==> config.mk <==
export PLATFORM = sky130hd
export DESIGN_NAME = sync_tx
export DESIGN_NICKNAME = d
export VERILOG_FILES = /design/src/rtl/sync_tx_defs.sv /design/src/rtl/nrzi_stuffer.sv /design/src/rtl/sync_tx.sv
export SDC_FILE = /design/constraint.sdc
export NUM_CORES = 1
export LEC_CHECK = 0
export ABC_AREA = 1
export ABC_CLOCK_PERIOD_IN_PS = 2170
export CORE_UTILIZATION = 30
export CTS_CLUSTER_SIZE = 20
export DETAILED_ROUTE_END_ITERATION = 8
export PLACE_DENSITY_LB_ADDON = 0.15
export SYNTH_ARGS = -nofsm -noshare
export SYNTH_HDL_FRONTEND = slang
export SYNTH_HIERARCHICAL = 1
export SYNTH_SLANG_ARGS = --single-unit
==> constraint.sdc <==
create_clock -name CLK -period 2.17 [get_ports CLK]
set_clock_uncertainty 0.05 [all_clocks]
set_input_delay 0.3255 -clock CLK [delete_from_list [all_inputs] [get_ports CLK]]
set_output_delay 0.3255 -clock CLK [all_outputs]
set_load 0.05 [all_outputs]
==> src/rtl/sync_tx_defs.sv <==
// Shared definitions for the K/J sync-link transmitter: FSM states, line
// encodings and the sync pattern.
package sync_tx_defs;

    typedef enum logic [2:0] {
        ST_IDLE,
        ST_SYNC,
        ST_DATA,
        ST_STUFF,
        ST_EOP,
        ST_EOPJ
    } state_t;

    // Line states packed as {k, j}; {1,1} is never driven.
    localparam logic [1:0] LINE_J   = 2'b01;
    localparam logic [1:0] LINE_K   = 2'b10;
    localparam logic [1:0] LINE_SE0 = 2'b00;

    localparam logic [7:0] SYNC_BYTE = 8'h80;

    // NRZI level 0 is J, level 1 is K.
    function automatic logic [1:0] level_to_line(input logic level);
        return level ? LINE_K : LINE_J;
    endfunction

endpackage

==> src/rtl/nrzi_stuffer.sv <==
// NRZI encoder with bit stuffing: holds the line level and the run of
// consecutive ones, and flags when the current bit completes a stuffing run.
module nrzi_stuffer #(
    parameter int STUFF_LEN = 6
) (
    input  logic CLK,
    input  logic RST,
    input  logic tx_bit,
    input  logic bit_valid,
    input  logic force_stuff,
    input  logic init,
    output logic level,
    output logic need_stuff
);

    localparam int OW = $clog2(STUFF_LEN + 1);

    logic          level_reg;
    logic [OW-1:0] ones_reg;
    logic          is_zero;

    // level is the line level shown this cycle; it becomes the stored level at the edge.
    always_comb begin
        is_zero    = force_stuff || (bit_valid && !tx_bit);
        level      = is_zero ? ~level_reg : level_reg;
        need_stuff = bit_valid && tx_bit && (ones_reg == OW'(STUFF_LEN - 1));
    end

    always_ff @(posedge CLK or negedge RST) begin
        if (!RST) begin
            level_reg <= 1'b0;
            ones_reg  <= '0;
        end else if (init) begin
            level_reg <= 1'b0;
            ones_reg  <= '0;
        end else begin
            level_reg <= level;
            if (is_zero)
                ones_reg <= '0;
            else if (bit_valid)
                ones_reg <= ones_reg + OW'(1);
        end
    end

endmodule

==> src/rtl/sync_tx.sv <==
// Transmit end of the K/J sync link: SYNC pattern, NRZI/stuffed payload
// bytes fetched over valid/ready, then SE0 end-of-packet and a closing J.
module sync_tx #(
    parameter int STUFF_LEN = 6,
    parameter int EOP_LEN   = 2
) (
    input  logic       CLK,
    input  logic       RST,
    input  logic       tx_start,
    input  logic [7:0] data_in,
    input  logic       data_valid,
    output logic       data_ready,
    output logic       k,
    output logic       j,
    output logic       tx_en,
    output logic       busy,
    output logic       tx_done
);

    import sync_tx_defs::*;

    localparam int EW = (EOP_LEN > 1) ? $clog2(EOP_LEN) : 1;

    state_t        state_reg, state_next;
    logic [2:0]    bit_cnt_reg;
    logic [7:0]    data_reg;
    logic [EW-1:0] eop_cnt_reg;
    logic          end_reg;
    logic          armed_reg;

    logic       cur_bit, bit_valid, byte_end, force_stuff, init;
    logic       level, need_stuff;
    logic [1:0] line;

    nrzi_stuffer #(.STUFF_LEN(STUFF_LEN)) u_stuffer (
        .CLK        (CLK),
        .RST        (RST),
        .tx_bit     (cur_bit),
        .bit_valid  (bit_valid),
        .force_stuff(force_stuff),
        .init       (init),
        .level      (level),
        .need_stuff (need_stuff)
    );

    always_comb begin
        bit_valid   = (state_reg == ST_SYNC) || (state_reg == ST_DATA);
        force_stuff = (state_reg == ST_STUFF);
        init        = (state_reg == ST_IDLE);
        cur_bit     = (state_reg == ST_SYNC) ? SYNC_BYTE[bit_cnt_reg] : data_reg[bit_cnt_reg];
        byte_end    = bit_valid && (bit_cnt_reg == 3'd7);
        data_ready  = byte_end && data_valid;

        state_next = state_reg;
        unique case (state_reg)
            ST_IDLE:  if (tx_start && armed_reg) state_next = ST_SYNC;
            ST_SYNC,
            ST_DATA: begin
                // A pending stuff always goes first; end_reg remembers the fetch outcome.
                if (need_stuff)
                    state_next = ST_STUFF;
                else if (byte_end)
                    state_next = data_valid ? ST_DATA : ST_EOP;
            end
            ST_STUFF: state_next = end_reg ? ST_EOP : ST_DATA;
            ST_EOP:   if (eop_cnt_reg == EW'(EOP_LEN - 1)) state_next = ST_EOPJ;
            ST_EOPJ:  state_next = ST_IDLE;
            default:  state_next = ST_IDLE;
        endcase

        line = LINE_J;
        case (state_reg)
            ST_SYNC, ST_DATA, ST_STUFF: line = level_to_line(level);
            ST_EOP:                     line = LINE_SE0;
            default:                    line = LINE_J;
        endcase
        k       = line[1];
        j       = line[0];
        tx_en   = (state_reg != ST_IDLE);
        busy    = (state_reg != ST_IDLE);
        tx_done = (state_reg == ST_EOPJ);
    end

    always_ff @(posedge CLK or negedge RST) begin
        if (!RST) begin
            state_reg   <= ST_IDLE;
            bit_cnt_reg <= '0;
            data_reg    <= '0;
            eop_cnt_reg <= '0;
            end_reg     <= 1'b0;
            armed_reg   <= 1'b0;
        end else begin
            state_reg <= state_next;
            // Blocks a start request sampled on the first edge after reset release.
            armed_reg <= 1'b1;
            if (state_reg == ST_IDLE)
                bit_cnt_reg <= '0;
            else if (bit_valid)
                bit_cnt_reg <= bit_cnt_reg + 3'd1;
            if (data_ready)
                data_reg <= data_in;
            if (byte_end)
                end_reg <= !data_valid;
            eop_cnt_reg <= (state_reg == ST_EOP) ? eop_cnt_reg + EW'(1) : '0;
        end
    end

endmodule

==> metrics.txt, run 1 <==
Inst Count DP 222; fmax 438 MHz; die area 4060 sq um; Max-Cap Viols 0; worst endpoint required time 1790 ps; I/O Buffers 17; Crit Path Max Fanout 4; Core ar. 3660 sq um; post-DP HPWL 1800 um; area leader, netlist dfrtp_1; Via density 4.45; First DRT Iteration DRCs 27; sequential area share after synthesis 0.460; root buffer cell clkbuf_8; Final GP Congestion 0.829; clk sink count 21; die width 63.7 um; vias in the first global route 1003; post-layout instance area 1560 sq um; FF+latch count, synth 21; unrepaired setup endpoints after global routing yes; final setup violation count 2; total vias in the final route 1020; Clock Latency Late Sink 260 ps; hold slack 365 ps; Max Slew Vio Count 0; status finished, violations left; first-pass GRT wire length 4400 um; Total Routing Usage GR 0.138; Non-Filler Instances 229; max reg flops 8; grt total ovfl 0; layout cells sized above 1 0.227; Pwr Density 1270 nW/um^2; maximum root-to-sink buffer count 2; worst-case reg-to-reg path depth 16; DRC Markers 0; DRT Pass-1 Iters 4; startpoint types flip-flop; Overall Power 1.99 mW; diodes inserted 0; CP Data Arrival Time 1910 ps; final hold violation count 0; r2r setup slk 340 ps; failing checks setup timing; Initial Util 0.312; Synthesized Nets 168; Tcrit/Tclk final 1.05; routed len/inst 10.6 um; Ys Warns 6; synthesis-to-finish area growth 36.3%; syn avg cell area 7.52 sq um; final net count 198; Post-synth EDFFs 0; filler instances 382; CTS tree yes; crit path time final 2280 ps; hold_buf cts 0; crit path kind flip-flop to output pin; DP Area 1450 sq um; FF-to-FF Start bit_cnt_reg[0]$_DFFE_PN0P_; Main synth FF type dfrtp_1; Reg-to-Reg End state_reg[2]$_DFFE_PN0P_; fin worst setup slack -114 ps; Num CTS Buffers 3; Netlist cell types 22; Reg clk slew, reported paths 80 ps; final WL 2430 um; largest net degree at the start of global routing 22; io pins 18; worst vdd ir 0.340 mV; H-tree Lvls 1; Hold WC Path Type input pin to asynchronous set/reset pin; Post-Synthesis Cells 152; initial antenna violation count 0; Mapped Area 1140 sq um; CP endpoint kind output pin; top cells by area, synth dfrtp_1 (46%), nand2_1 (22%), inv_1 (4.9%); DRT antenna net count 0; Leak 0.792 nW; row count 22; DIE HEIGHT 63.7 um; post-synth top area share 0.460; Post-synth ARST share 1.00
## synthesized netlist by cell type, types with 2 or more instances
cell type / count
nor2_1: 11
dfrtp_1: 21
nand3_1: 10
inv_1: 15
a21oi_1: 2
o21ai_0: 5
ha_1: 4
nor3_1: 2
o21ai_1: 3
nand2_1: 67
## cells in the final DEF (no fill, tap or decap), drive strengths merged, types with 2 or more instances in the layout
cell type      Yosys  final
nor2              13     13
inv               16     16
o21ai              8      8
nor3               3      3
clkbuf             0      3
nand3             11     11
nand2             68     68
dfrtp             21     21
clkdlybuf4s50      0     11
clkinv             1      2
a21oi              3      3
buf                1     15
ha                 4      4
## report_power, final
| group | leakage (nW) | internal, mW | switching, mW |
|---|---|---|---|
| logic | 0.489 | 0.463 | 0.692 |
| registers | 0.277 | 0.482 | 0.0950 |
| clock network | 0.0255 | 0.128 | 0.126 |
## kinds of logic after synthesis
group	synth area share
flops	0.460
other cells	0.00328
compound gates	0.0514
simple gates	0.368
fa+ha+maj	0.0438
xor+xnor	0.00766
buf+inv	0.0667
## critical path, stage by stage (launching register included)
cell and delay [ps]:
dfrtp_1 440, ha_2 210, ha_1 190, nand2_1 60, nand2_1 60, inv_1 50
nand2_1 50, nand3_1 70, nand2_1 60, inv_1 60, nand2_2 60, nor2_4 140
nor2_4 50, buf_12 150
## metal layers
layer | vias to the layer above | global-route usage | share of wire
li1 | 530 | - | -
met5 | - | 0 | 0
met4 | 0 | 0.0625 | 0.0095
met3 | 2 | 0.0161 | 0.023
met1 | 477 | 0.178 | 0.49
met2 | 11 | 0.229 | 0.48
## through the flow
stage	TNS [ps]	setup WS [ps]	util
2_1_floorplan	0	4.60	-
3_3_place_gp	0	88.8	0.396
3_5_place_dp	0	70.8	0.396
4_1_cts	-265	-158	0.420
5_1_grt	-438	-248	0.426
6_report	-178	-114	0.426
## layout make-up
class                   count  area, sq um  share of cell area
clock buffers               3         41.3              0.0265
flip-flops and latches     21          527               0.338
clock inverters             1         5.00             0.00321
inverters                  17         71.3              0.0457
multi-input cells         113          594               0.381
repair buffers             26          260               0.167
well taps                  48         60.1              0.0385
## how the worst max path moves through the flow
stage,startpoint,end,cells after the start
final,bit_cnt_reg[1]$_DFFE_PN0P_,j,13
after global routing,bit_cnt_reg[0]$_DFFE_PN0P_,j,17
after CTS,bit_cnt_reg[0]$_DFFE_PN0P_,j,17
after detailed placement,bit_cnt_reg[0]$_DFFE_PN0P_,j,17
after global placement,bit_cnt_reg[0]$_DFFE_PN0P_,j,17
after floorplan,bit_cnt_reg[0]$_DFFE_PN0P_,j,12
## repair_timing
action | CTS | global route
hold endpoints to repair | 0 | 0
setup buffers | 1 | 2
endpoints found under the setup margin | 2 | 2
pin swaps | 12 | 5
resized for setup | 12 | 1
cloned | 0 | 0
Power figures use the tool's default switching activity.
==> run 2: changes to the inputs <==
CORE_ASPECT_RATIO = 1.1   (was unset)
==> run 2 against run 1 <==
  * Register-to-register slack worse by 360 ps
  * Critical endpoint unchanged
  * First-iteration DRC count is 26% higher
  * Largest power group unchanged
  * Final cell count is 0.87% higher
  * Cell area is 1.4% higher
  * Sequential power is 0.9% higher
  * The run still ends with setup timing left
  * Routed wire length is 4.1% higher
  * Highest routed layer unchanged
==> metrics.txt, run 2 (synthesis results as in run 1) <==
critical path, cell by cell ha_2 -> ha_2 -> nand2_1 -> nand2_1 -> inv_1 -> nand2_1 -> nand2_1 -> nand2_1 -> nand2_1 -> inv_1 -> nand2_2 -> nor2_4 -> nor2_4 -> buf_12; total vias in the final route 1052 (+3.1%); r2r setup slk -20 ps (-360 ps); io pins 18 (unchanged); failing checks setup timing; Reg clk slew, reported paths 80 ps (about the same); met2 Usage GRT 0.249 (+0.0199); Max-Cap Viols 0 (unchanged); die area 4060 sq um (about the same); Clock Latency Late Sink 270 ps (about the same); layout cells sized above 1 0.260 (+0.0331); cell repeated most along the worst path nand2_1; hold_buf cts 0 (unchanged); Max Slew Vio Count 0 (unchanged); slowest CP cell dfrtp_1; I/O Buffers 17 (unchanged); Via density 4.55 (+2.2%); first-pass GRT wire length 4360 um (-0.95%); Overall Power 1.99 mW (+0.44%); First DRT Iteration DRCs 34 (+26%); Total Routing Usage GR 0.147 (+0.00907); synthesis-to-finish area growth 38.2%; commonest non-fill, non-tap cell in the layout nand2_1; CP endpoint kind output pin; final WL 2530 um (+4.1%); routed len/inst 10.9 um (+3.2%); hold slack 355 ps (-9.80 ps); CTS tree yes; fmax 431 MHz (-1.5%); H-tree Lvls 1 (unchanged); final hold violation count 0 (unchanged); Crit Path Max Fanout 4 (unchanged); most frequent cells in the layout nand2_1 (62), dfrtp_1 (19), inv_1 (14); met1 Use GR 0.168 (-0.0104); Crit path max-delay family simple AND/OR/NAND/NOR gates; crit path time final 2320 ps (+34.8 ps); Num CTS Buffers 3 (unchanged); unrepaired setup endpoints after global routing yes; startpoint types flip-flop; post-DP HPWL 1850 um (+2.9%); worst endpoint required time 1790 ps (about the same); Reg-to-Reg End state_reg[2]$_DFFE_PN0P_; post-route setup TNS -279 ps (-101 ps); CP Data Arrival Time 1940 ps (+30 ps); initial antenna violation count 0 (unchanged); filler instances 384 (+0.52%); status finished, violations left; Reg area 528 sq um (+0.24%); DRC Markers 0 (unchanged); Final GP Congestion 0.748 (-9.7%); crit path kind flip-flop to output pin; Tcrit/Tclk final 1.07 (+0.0160); worst-case reg-to-reg path depth 16 (unchanged); multi-input combinational cell area 612 sq um (+2.9%); maximum root-to-sink buffer count 2 (unchanged); max reg flops 8 (unchanged); die width 60.9 um (-4.5%); worst vdd ir 0.398 mV (+17%); diodes inserted 0 (unchanged); root buffer cell clkbuf_8; DIE HEIGHT 66.8 um (+4.7%); WP depth 14 (+1); clk sink count 21 (unchanged); Initial Util 0.313 (+0.000535); Non-Filler Instances 231 (+0.87%); met3 GRT Util 0.0272 (+0.0111); WP buf/inv 3 (unchanged); DRT antenna net count 0 (unchanged); Pwr Density 1260 nW/um^2 (-0.91%); FF-to-FF Start bit_cnt_reg[1]$_DFFE_PN0P_; vias in the first global route 1059 (+5.6%); Inst Count DP 223 (+0.45%); Hold WC Path Type input pin to asynchronous set/reset pin; CP peak stage delay 440 ps (about the same); row count 23 (+4.5%); final setup violation count 5 (+3); DRT Pass-1 Iters 4 (unchanged); Leak 0.794 nW (+0.28%); grt total ovfl 0 (unchanged); fin worst setup slack -149 ps (-34.8 ps); Core ar. 3650 sq um (-0.17%); final net count 198 (unchanged); GRT busiest layer met2; largest net degree at the start of global routing 22 (unchanged)
[run 2: repair_timing]
action	in CTS	in global routing
cloned	0	0
pin swaps	7	9
gates resized for setup	5	15
buffers inserted	4	0
endpoints found under the setup margin	2	5
[run 2: worst max-delay path by stage]
stage	endpoint	from
3_5_place_dp	j	bit_cnt_reg[0]$_DFFE_PN0P_
6_report	j	bit_cnt_reg[1]$_DFFE_PN0P_
2_1_floorplan	j	bit_cnt_reg[0]$_DFFE_PN0P_
5_1_grt	j	bit_cnt_reg[0]$_DFFE_PN0P_
3_3_place_gp	j	bit_cnt_reg[0]$_DFFE_PN0P_
4_1_cts	j	bit_cnt_reg[0]$_DFFE_PN0P_
[run 2: layout make-up]
| cell class | instances | area share |
|---|---|---|
| clock buffer | 3 | 0.0261 |
| timing repair buffer | 26 | 0.165 |
| clock inverter | 1 | 0.00317 |
| tap | 50 | 0.0396 |
| sequential | 21 | 0.334 |
| inverter | 17 | 0.0451 |
| multi-input combinational | 113 | 0.387 |
[run 2: power by group]
part           total [mW]  internal, mW  leakage [nW]  switching, mW
Clock               0.263         0.128        0.0255          0.134
Combinational        1.15         0.452         0.492          0.698
Sequential          0.582         0.483         0.276         0.0986
Total                1.99          1.06         0.794          0.931
[run 2: per-stage QoR]
| step | cell area, sq um | util | setup slack (ps) |
|---|---|---|---|
| after CTS | 1530 | 0.419 | -188 |
| after detailed placement | 1440 | 0.395 | 54.1 |
| final | 1580 | 0.432 | -149 |
| after floorplan | 1160 | - | 4.60 |
| after global routing | 1580 | 0.432 | -330 |
| after global placement | 1440 | 0.395 | 99.0 |
[run 2: routing by layer]
layer / share of wire / wire, um
met1: 0.43 / 1090
met2: 0.51 / 1290
met3: 0.033 / 84
met4: 0.025 / 64
met5: 0 / 0
==> run 3: changes to the inputs <==
CORE_UTILIZATION = 52   (was 30)
==> run 3 against run 2 <==
  * The flow still finishes with violations (setup timing)
  * First-iteration DRC count decreased by 44%
  * Combinational power increased by 38%
  * Critical path depth increased by 3
  * Worst hold slack got worse by 55 ps
  * Global-route usage increased by 14 points
  * Flip-flop and latch count unchanged
  * Final cell count decreased by 4.3%
  * Sequential power decreased by 3.8%
  * Register-to-register slack got worse by 110 ps
  * Routed wire length increased by 15%
  * Setup slack got worse by 140 ps
  * Critical endpoint unchanged
  * Largest power group unchanged
==> metrics.txt, run 3 (synthesis results as in run 1) <==
Final GP Congestion 0.821 (+9.7%); status finished, violations left; Non-Filler Instances 221 (-4.3%); total vias in the final route 1120 (+6.5%); first-pass GRT wire length 4740 um (+8.7%); die area 2390 sq um (-41%); Crit path max-delay family simple AND/OR/NAND/NOR gates; CP peak stage delay 470 ps (+30 ps); synthesis-to-finish area growth 42.7%; maximum root-to-sink buffer count 2 (unchanged); Crit Path Max Fanout 6 (+2); cell repeated most along the worst path nand2_1; startpoint types flip-flop; H-tree Lvls 1 (unchanged); largest net degree at the start of global routing 22 (unchanged); DIE HEIGHT 51.2 um (-23%); pre-CTS setup slack -15.3 ps (-69.4 ps); clk sink count 21 (unchanged); Core ar. 2040 sq um (-44%); io pins 18 (unchanged); WP buf/inv 4 (+1); DRT antenna net count 0 (unchanged); Inst Count DP 202 (-9.4%); Reg clk slew, reported paths 110 ps (+30 ps); Via density 5.07 (+11%); root buffer cell clkbuf_4; First DRT Iteration DRCs 19 (-44%); vias in the first global route 1128 (+6.5%); final WL 2910 um (+15%); worst vdd ir 0.901 mV (+130%); max reg flops 8 (unchanged); Reg-to-Reg End u_stuffer/level_reg$_DFF_PN0_; r2r setup slk -130 ps (-110 ps); final net count 210 (+6.1%); Pwr Density 1440 nW/um^2 (+14%); Max Slew Vio Count 0 (unchanged); Initial Util 0.560 (+0.247); slowest CP cell dfrtp_2; row count 17 (-26%); crit path time final 2460 ps (+142 ps); die width 46.7 um (-23%); crit path from bit_cnt_reg[0]$_DFFE_PN0P_; initial antenna violation count 0 (unchanged); Clock Latency Late Sink 310 ps (+40 ps); Num CTS Buffers 3 (unchanged); I/O Buffers 17 (unchanged); fin worst setup slack -290 ps (-142 ps); CP endpoint kind output pin; commonest non-fill, non-tap cell in the layout nand2_1; wl on met1 1120 um (+2.9%); worst endpoint required time 1790 ps (about the same); most frequent cells in the layout nand2_1 (62), dfrtp_1 (20), buf_4 (16); failing checks setup timing; Tcrit/Tclk final 1.13 (+0.0653); grt total ovfl 0 (unchanged); layout cells sized above 1 0.275 (+0.0149); CTS tree yes; Leak 0.838 nW (+5.6%); hold_buf cts 0 (unchanged); post-DP HPWL 1830 um (-0.99%); Hold WC Path Type input pin to asynchronous set/reset pin; metal2 WL 1590 um (+24%); routed wire length on met3 103 um (+23%); highest routed metal layer met4; worst-case reg-to-reg path depth 21 (+5); fmax 406 MHz (-5.8%); DRC Markers 0 (unchanged); critical path, cell by cell inv_4 -> nand2_1 -> nand3_2 -> nand3_1 -> nand2_1 -> nand2_1 -> nand2_2 -> inv_2 -> nand2_2 -> nand2_1 -> nand2_1 -> nand2_2 -> inv_2 -> nand2_4 -> nor2_4 -> nor2_4 -> buf_12; diodes inserted 0 (unchanged); DRT Pass-1 Iters 4 (unchanged); final hold violation count 0 (unchanged); Max-Cap Viols 0 (unchanged); FF-to-FF Start bit_cnt_reg[0]$_DFFE_PN0P_; CP Data Arrival Time 2080 ps (+140 ps); crit path kind flip-flop to output pin; routed len/inst 13.2 um (+20%); final setup violation count 3 (-2); unrepaired setup endpoints after global routing yes; Total Routing Usage GR 0.285 (+0.138)
## run 3: changes by cell type in the layout (fill, tap and decap cells not counted), moves of 2 or more
cell | before | now
buf_4 | 12 | 16
inv_1 | 14 | 12
nand3_1 | 4 | 9
clkbuf_8 | 3 | 0
clkbuf_4 | 0 | 3
nand3_2 | 6 | 1
inv_2 | 1 | 3
buf_6 | 0 | 8
## run 3: repair_timing
action,4_1_cts,5_1_grt
setup buffers,11,4
gates resized for setup,15,9
pin swaps,8,7
setup endpoints to repair,2,5
## run 3: layer usage
| metal | up-vias | GRT usage |
|---|---|---|
| met5 | - | 0 |
| met4 | 0 | 0.162 |
| met3 | 9 | 0.0495 |
| met2 | 32 | 0.507 |
| met1 | 527 | 0.301 |
| li1 | 552 | - |
## run 3: worst max-delay path by stage
stage               to  cells after the start
floorplan            j                     12
global placement     j                     13
detailed placement   j                     17
CTS                  j                     17
global route         j                     17
finish               j                     17
## run 3: cell type report
type | instances | area [sq um]
multi-input cells | 113 | 589
flip-flops and latches | 21 | 527
well taps | 28 | 35.0
clock buffers | 4 | 26.3
inverters | 17 | 73.8
repair buffers | 38 | 380
fillers | 144 | 410
## run 3: stage by stage
| step | power [mW] | area [sq um] | TNS (ps) | util | hold WS [ps] |
|---|---|---|---|---|---|
| 2_1_floorplan | 1.30 | 1160 | 0 | - | -20.1 |
| 6_report | 2.34 | 1630 | -667 | 0.799 | 299 |
| 4_1_cts | 2.21 | 1580 | -492 | 0.771 | 304 |
| 3_3_place_gp | 1.62 | 1420 | 0 | 0.697 | 421 |
| 3_5_place_dp | 1.66 | 1420 | -15.3 | 0.697 | 424 |
| 5_1_grt | 2.48 | 1630 | -1050 | 0.799 | 330 |
## run 3: power by group
part           internal, mW  total [mW]  switching [mW]
Sequential            0.481       0.560          0.0790
Clock                0.0720       0.191           0.119
Combinational         0.721        1.59           0.869
